## src/rtl/temporal_compare_array.sv

```systemverilog
// Multi-channel gamma-cycle temporal comparator: each channel compares the first
// rising-edge arrival times of a and b and emits a fixed-width pulse when the selected relation holds.
module temporal_compare_array #(
  parameter int N_CH              = 4,
  parameter int GAMMA_CYCLE_WIDTH = 16,
  parameter int PULSE_WIDTH       = 8,
  parameter int CW                = $clog2(GAMMA_CYCLE_WIDTH)
) (
  input  logic                 clk,
  input  logic                 rst_n,
  input  logic                 en,
  input  logic [1:0]           mode,
  input  logic [N_CH-1:0]      a,
  input  logic [N_CH-1:0]      b,
  output logic [N_CH-1:0]      q,
  output logic [N_CH*CW-1:0]   q_time,
  output logic                 gamma_start,
  output logic [CW-1:0]        gamma_cnt
);

  localparam int PW_W = $clog2(PULSE_WIDTH + 1);
  localparam logic [CW-1:0]   CNT_LAST = CW'(GAMMA_CYCLE_WIDTH - 1);
  localparam logic [PW_W-1:0] PW_LOAD  = PW_W'(PULSE_WIDTH);

  localparam logic [1:0] MODE_LTE = 2'd0;
  localparam logic [1:0] MODE_LT  = 2'd1;
  localparam logic [1:0] MODE_EQ  = 2'd2;

  logic [CW-1:0]                  cnt_q, cnt_d;
  logic [1:0]                     mode_q, mode_d;
  logic [N_CH-1:0]                a_prev_q, b_prev_q;
  logic [N_CH-1:0]                a_seen_q, a_seen_d;
  logic [N_CH-1:0]                b_seen_q, b_seen_d;
  logic [N_CH-1:0]                fired_q, fired_d;
  logic [N_CH-1:0][CW-1:0]        qt_q, qt_d;
  logic [N_CH-1:0][PW_W-1:0]      pc_q, pc_d;

  logic [N_CH-1:0] as_eff, bs_eff, fd_eff, ea, eb, first_a, first_b, fire;

  assign gamma_start = en & (cnt_q == '0);
  assign gamma_cnt   = cnt_q;
  assign q_time      = qt_q;

  // The mode sampled at a boundary already governs events arriving in that boundary cycle.
  always_comb begin
    cnt_d = cnt_q;
    if (en) cnt_d = (cnt_q == CNT_LAST) ? '0 : cnt_q + 1'b1;
    mode_d = gamma_start ? mode : mode_q;
  end

  always_comb begin
    as_eff   = '0;
    bs_eff   = '0;
    fd_eff   = '0;
    ea       = '0;
    eb       = '0;
    first_a  = '0;
    first_b  = '0;
    fire     = '0;
    a_seen_d = a_seen_q;
    b_seen_d = b_seen_q;
    fired_d  = fired_q;
    qt_d     = qt_q;
    pc_d     = pc_q;
    q        = '0;
    for (int i = 0; i < N_CH; i++) begin
      as_eff[i]  = a_seen_q[i] & ~gamma_start;
      bs_eff[i]  = b_seen_q[i] & ~gamma_start;
      fd_eff[i]  = fired_q[i]  & ~gamma_start;
      ea[i]      = en & a[i] & ~a_prev_q[i];
      eb[i]      = en & b[i] & ~b_prev_q[i];
      first_a[i] = ea[i] & ~as_eff[i];
      first_b[i] = eb[i] & ~bs_eff[i];
      case (mode_d)
        MODE_LTE: fire[i] = first_a[i] & ~bs_eff[i];
        MODE_LT:  fire[i] = first_a[i] & ~bs_eff[i] & ~first_b[i];
        MODE_EQ:  fire[i] = first_a[i] & first_b[i];
        default:  fire[i] = (first_a[i] & ~bs_eff[i]) | (first_b[i] & ~as_eff[i]);
      endcase
      fire[i]     = fire[i] & ~fd_eff[i];
      a_seen_d[i] = as_eff[i] | ea[i];
      b_seen_d[i] = bs_eff[i] | eb[i];
      fired_d[i]  = fd_eff[i] | fire[i];
      if (fire[i]) qt_d[i] = cnt_q;
      if (fire[i])                pc_d[i] = PW_LOAD;
      else if (gamma_start)       pc_d[i] = '0;
      else if (pc_q[i] != '0)     pc_d[i] = pc_q[i] - 1'b1;
      // A pulse still counting at a boundary is cut off in the boundary cycle itself.
      q[i] = (pc_q[i] != '0) & ~gamma_start;
    end
  end

  always_ff @(posedge clk or negedge rst_n) begin
    if (!rst_n) begin
      cnt_q    <= '0;
      mode_q   <= MODE_LTE;
      a_prev_q <= '0;
      b_prev_q <= '0;
      a_seen_q <= '0;
      b_seen_q <= '0;
      fired_q  <= '0;
      qt_q     <= '0;
      pc_q     <= '0;
    end else begin
      cnt_q    <= cnt_d;
      mode_q   <= mode_d;
      a_prev_q <= a;
      b_prev_q <= b;
      a_seen_q <= a_seen_d;
      b_seen_q <= b_seen_d;
      fired_q  <= fired_d;
      qt_q     <= qt_d;
      pc_q     <= pc_d;
    end
  end

endmodule

```

## config.mk

```make
export PLATFORM = sky130hd
export DESIGN_NAME = temporal_compare_array
export DESIGN_NICKNAME = d
export VERILOG_FILES = /design/src/rtl/temporal_compare_array.sv
export SDC_FILE = /design/constraint.sdc
export NUM_CORES = 1
export LEC_CHECK = 0
export BUFFER_PORTS_ARGS = -buffer_cell sky130_fd_sc_hd__buf_2
export CORE_MARGIN = 3
export CORE_UTILIZATION = 57
export DETAILED_ROUTE_END_ITERATION = 6
export PLACE_DENSITY = 0.77
export RECOVER_POWER = 50
export REMOVE_ABC_BUFFERS = 1
export SLEW_MARGIN = 20
export SYNTH_ARGS = -nofsm -noshare
export SYNTH_HDL_FRONTEND = slang
export SYNTH_SLANG_ARGS = --single-unit
```

## constraint.sdc

```tcl
create_clock -name clk -period 3 [get_ports clk]
set_input_delay 0 -clock clk [delete_from_list [all_inputs] [get_ports clk]]
set_output_delay 0 -clock clk [all_outputs]
set_load 0.01 [all_outputs]
```

After elaboration in Yosys (flattened, before gate mapping)
Index checks and enable logic that the tools add are counted.
{"block": "classes", "n_mux": 18, "add_sub_neg": 5, "bitwise": 102, "reduce_logical": 10, "eq_ne": 3}
{"operator": "bitwise AND 1 bit", "n": 61}
{"operator": "two-way mux 4 bit", "n": 13}
{"operator": "NOT 1 bit", "n": 25}
{"operator": "bitwise OR 1 bit", "n": 16}
{"operator": "nonzero test 4 bit", "n": 4}
{"operator": "subtractor 4 x 1 -> 4 bit (second input constant)", "n": 4}
{"operator": "case mux 1 bit (3 select lines)", "n": 4}
{"operator": "nonzero test 3 bit", "n": 4}
{"operator": "adder 4 x 1 -> 4 bit (second input constant)", "n": 1}
{"operator": "== test 4 bit (second input constant)", "n": 1}
{"operator": "logical NOT 4 bit", "n": 1}
{"operator": "== test 2 x 1 -> 1 bit (second input constant)", "n": 1}
{"operator": "== test 2 bit (second input constant)", "n": 1}
{"operator": "logical NOT 2 bit", "n": 1}
{"operator": "two-way mux 2 bit", "n": 1}
{"block": "totals", "word_cells": 153, "out_inout_bits": 25, "in_bits": 13, "register_bits": 58}

Longest topological paths before layout
{"block": "logic_depth", "depth_word": 11, "depth_mapped": 9}

Least setup slack after synthesis
OpenSTA, ideal clock, no wires.
{"block": "synth_path", "path_type": "flip-flop to flip-flop", "startpoint": "register cnt_q[0], in the netlist gamma_cnt[0]", "endpoint": "register qt_q, in the netlist q_time[6]", "setup_ns": 0.125, "synth_period_minus_slack_ns": 2.246, "stages_incl_launch_ff": 10, "slack_ns": 0.754, "arrival_ns": 2.121, "cell_sequence": "dfrtp_1 -> inv_1 -> ha_1 -> nand4bb_4 -> inv_4 -> mux2i_4 -> inv_2 -> a21oi_1 -> o211a_1 -> mux2_2"}
{"block": "synth_between", "elab_cells_between_ends": 23}
{"item": "start, declared", "line": "29", "rtl": "logic [CW-1:0] cnt_q, cnt_d;"}
{"item": "start signal, assigned", "line": "105", "rtl": "cnt_q <= cnt_d;"}
{"item": "logical NOT 4 bit (*)", "line": "40", "rtl": "assign gamma_start = en & (cnt_q == '0);"}
{"item": "bitwise AND 1 bit (*)", "line": "40"}
{"item": "two-way mux 2 bit (*)", "line": "48", "rtl": "mode_d = gamma_start ? mode : mode_q;"}
{"item": "via mode_d[1]", "line": "30", "rtl": "logic [1:0] mode_q, mode_d;"}
{"item": "== test 2 bit, or another cell as far along", "line": "74", "rtl": "case (mode_d)"}
{"item": "case mux 1 bit (3 select lines) (*)", "line": "74"}
{"item": "bitwise AND 1 bit (*)", "line": "80", "rtl": "fire[i] = fire[i] & ~fd_eff[i];"}
{"item": "end signal, assigned", "line": "112", "rtl": "qt_q <= qt_d;"}
{"item": "end, declared", "line": "35", "rtl": "logic [N_CH-1:0][CW-1:0] qt_q, qt_d;"}
The timed path passes the listed nets; every way through them passes the cells marked *.
A chain may end at the register's enable or synchronous reset.

Worst setup path after layout
Ends and elaborated chain as after synthesis.

==> reports/results.env <==
WHS_ENDPOINT='mode_q[0]'
FIN_SKEW_NS=0.00598
POSTSYNTH.ASYNCRESETSHARE=1.00
AREA_AFTER_DPL_UM2=2990
CRITICAL_PATH_ARRIVAL_NS=2.74
CP.BUFFERS_INVERTERS=3
GP_CONGESTION=0.784
SYNTH_AREA_PER_CELL_UM2=11.8
DIE_AREA_UM2=5700
SETUP.WORST_PATH.START_CLASS='flop'
INITIAL_CORE_UTIL=0.611
ROUTE.VIAS.TOTAL=1921
IO_BUFFER_COUNT=37
FIRST_ITER_VIOLATIONS=78
CRITICAL_PATH.CELL_CHAIN='inv_1 -> ha_1 -> nand4bb_4 -> inv_4 -> mux2i_4 -> inv_2 -> a21oi_1 -> o211a_1 -> mux2_2'
SYNTH_ENABLE_FLOP_CELLS=0
ROWS=24
DETAIL-ROUTE-ANTENNA-NETS=0
POWER.SEQUENTIAL.FRACTION=0.410
CTS_NUM_SINKS=58
LARGEST_NET_DEGREE_AT_THE_START_OF_GLOBAL_ROUTING=38
POST-CTS-SETUP-BUFFER-COUNT=0
COMBINATIONALPOWERSHARE=0.384
HOLD_VIOLATIONS=0
DIE_X_UM=75.5
SETUP_REPAIR_AFTER_GLOBAL_ROUTING_MISSED_ITS_MARGIN='false'
CPLARGESTDELAYFAMILY='multiplexers'
WORSTREGTOREGCELLS=9
COMBINATIONAL_FAMILY_WITH_THE_MOST_AREA_AFTER_SYNTHESIS='simple AND/OR/NAND/NOR gates'
CTS-HTREE-LEVELS=3
FIRST_GLOBAL_VIAS=1986
YOSYS-MUX-AREA-FRACTION=0.0869
INTERNAL-POWER_W=0.00209
VDD.IR_DROP.WORST_V=0.000694
NUM-NETS-FINAL=310
CRIT-REG2REG-CAPTURE='q_time[6]'
SYNTH_TOP_AREA_SHARE=0.528
TIMING.FINAL.SETUP_VIOLATIONS=0
POST_SYNTH_XOR_AREA_FRACTION=0.0414
MAXIMUM_FREQUENCY_FROM_STATIC_TIMING_ANALYSIS_MHz=397
MIN_PATH_TYPE='input port to flop'
CRITICAL_PATH.MAX_FANOUT=18
POST_CTS.RESIZED_INSTANCES=0
YS_SEQ_ELEMENTS=58
CTS_BUFFER_DEPTH=2
WORST_SLEW_PIN_SLEW_NS=1.92
PLACE_INST=318
WORST-ENDPOINT-REQUIRED_NS=3.21
ROUTED_VIA_DENSITY=5.60
NUM-FILL-CELLS=338
YOSYS.AREA_SHARE.ADDER=0.0455
PLACE_HPWL_MM=3.68
DIE_H_UM=75.5
POST-ROUTE-PERIOD-UTIL=0.841
POST-SYNTH-TOP-COUNT-CELL='dfrtp_1'
SWITCHING_SHARE=0.365
CTS_BUFFERS=9
RUN_STATUS='complete, but fails checks'
GLOBAL_ROUTE_WIRE_LENGTH_BEFORE_REPAIR_MM=9.17
FAILED_CHECKS='max-capacitance violations, max-slew violations'
TNS_NS=0
R2R_START='gamma_cnt[0]'
FLOORPLAN.CORE_AREA_UM2=4500
WORST_PATH_LARGEST_CELL_DELAY_NS=0.45
SYNTH_SEQ_AREA_SHARE=0.528
WORST_SKEW_PAIR.LATE_LATENCY_NS=0.33
OVERFLOW=0
DRT_FIRST_PASS_ITERS=4
CLK_ROOT_BUFFER_CELL='clkbuf_8'
DRC_ERRORS=0
UTILIZATION=0.719
SYNTHSIMPLEGATEAREAFRAC=0.137
POWER.DENSITY_nW_PER_UM2=1010
STATIC-LEAKAGE-POWER_nW=1.50
MAX_CAP_VIOL_COUNT=1
SYNTH_COMMON_CELLS='dfrtp_1 (58), nand2_1 (24), mux2_2 (15)'
FINAL_LAYOUT_SIZE_SUFFIX_GT1_FRAC=0.196
FINAL-INSTANCE-COUNT-EXCL-FILL=343
MIN_PERIOD_NS=2.52
ANTENNA-DIODE-COUNT=0
CRIT_PATH_TOP_DELAY_CELL='dfrtp_1'
R2R_SLACK_NS=0.48
POWER.SHARE.CLOCK=0.207
YOSYS_WARNINGS=0
FINAL.HOLD.WORST_SLACK_NS=0.0699
SYNTH-COMPOUND-AREA-SHARE=0.129
POSTSYNTHCELLCOUNT=233
PATH_CLASS='flop to flop'
BOUNDARYPINS=38
CLK_PIN_SLEW_NS=0.06
TIMING.FINAL.MAX_SLEW_VIOLATIONS=38
DESIGN_AREA_UM2=3240
SWITCHING_POWER_W=0.00120
TIMING.SLEW.HEADROOM=-0.282
MAPPEDNETLISTAREA_UM2=2750
HP-START='mode[0]'
DOMINANT_SYNTHESIZED_FLOP_CELL='dfrtp_1'
AVGROUTEDWIREPERCELL_UM=15.6
GROUTE.USAGE.OVERALL=0.221
SYNTHDISTINCTLIBCELLS=44
YOSYS-TOP-CELLS-AREA='dfrtp_1 (53%), mux2_2 (6.1%), ha_1 (4.5%)'
END_KIND='flop'
ROUTE.FINAL.WIRE_LENGTH_MM=5.36
YOSYSTOPAREACELL='dfrtp_1'
LAYOUT-AREA-OVERHEAD-VS-SYNTH_PCT=17.7
TIMING.HOLD.WORST_PATH_DEPTH=2
TRITONCTS='built'
ANTENNA_VIOLATIONS_BEFORE_REPAIR=0
[final cells by class]
class	instances	area [um^2]	area share
Clock buffer	12	145	0.0448
Multi-Input combinational cell	154	1210	0.374
Inverter	15	58.8	0.0182
Tap cell	52	65.1	0.0201
Sequential cell	58	1450	0.448
Timing Repair Buffer	49	268	0.0827
Clock inverter	3	40.0	0.0124
[layer usage]
layer / GRT usage / wire (um) / vias to the layer above
met2: 0.345 / 2600 / 48
met4: 0.0699 / 107 / 0
met5: 0 / 0 / -
met3: 0.0897 / 288 / 11
li1: - / - / 931
met1: 0.282 / 2360 / 931
[per-stage QoR]
stage	setup WS, ns	total power, W
2_1_floorplan	0.474	0.00224
3_5_place_dp	0.499	0.00264
5_1_grt	0.276	0.00356
3_3_place_gp	0.563	0.00260
6_report	0.478	0.00328
4_1_cts	0.472	0.00336
[power groups by stage]
stage / Combinational [W] / Clock, W / Sequential (W)
5_1_grt: 0.00143 / 0.000739 / 0.00139
3_5_place_dp: 0.00130 / 0 / 0.00135
4_1_cts: 0.00131 / 0.000702 / 0.00134
6_report: 0.00126 / 0.000680 / 0.00135
3_3_place_gp: 0.00126 / 0 / 0.00134
2_1_floorplan: 0.000891 / 0 / 0.00135
[how the worst max path moves through the flow]
stage,startpoint,end,cells after the start
after floorplan,gamma_cnt[0],q_time[6],9
after global placement,gamma_cnt[0],q_time[8],8
after detailed placement,gamma_cnt[0],q_time[6],9
after CTS,gamma_cnt[1],q_time[6],9
after global routing,gamma_cnt[1],q_time[7],9
final,gamma_cnt[0],q_time[6],9
[sequential cells by signal (all words and copies together), names as in the netlist]
name       cells
fired_q        4
gamma_cnt      4
a_seen_q       4
b_prev_q       4
mode_q         2
a_prev_q       4
pc_q          16
b_seen_q       4
q_time        16
[repair_timing]
action,4_1_cts,5_1_grt
endpoints found under the hold margin,47,0
hold buffers,10,0
setup endpoints to repair,0,0
[cell families after synthesis]
| family | count (synthesis) |
|---|---|
| AOI/OAI and AO/OA | 42 |
| xor gates and xnor gates | 13 |
| adders and majority gates | 10 |
| buffers and inverters | 21 |
| DFF | 58 |
| muxes | 20 |
| and+or+nand+nor | 69 |
[placed cells by master, fill, tap and decap left out, types with 2 or more instances in the layout]
cell and n:
dfrtp_1 58, clkbuf_1 26, nand2_1 24, mux2_2 15
inv_1 13, buf_2 13, o21ai_0 12, nor2_1 11
xnor2_1 10, nor3_1 10, ha_1 10, clkbuf_8 10
dlygate4sd3_1 10, nor2b_1 5, a21oi_1 5, nand3b_1 4
nor3b_1 4, nor4_1 4, a22o_1 3, xor2_1 3
o311a_1 3, o211a_1 3, o21ba_2 2, a311o_1 2
a221oi_2 2, o211ai_4 2, o31ai_1 2, a21o_1 2
nand3_1 2, mux2_1 2, clkinv_2 2
No activity file was read; power rests on OpenSTA's default activity.
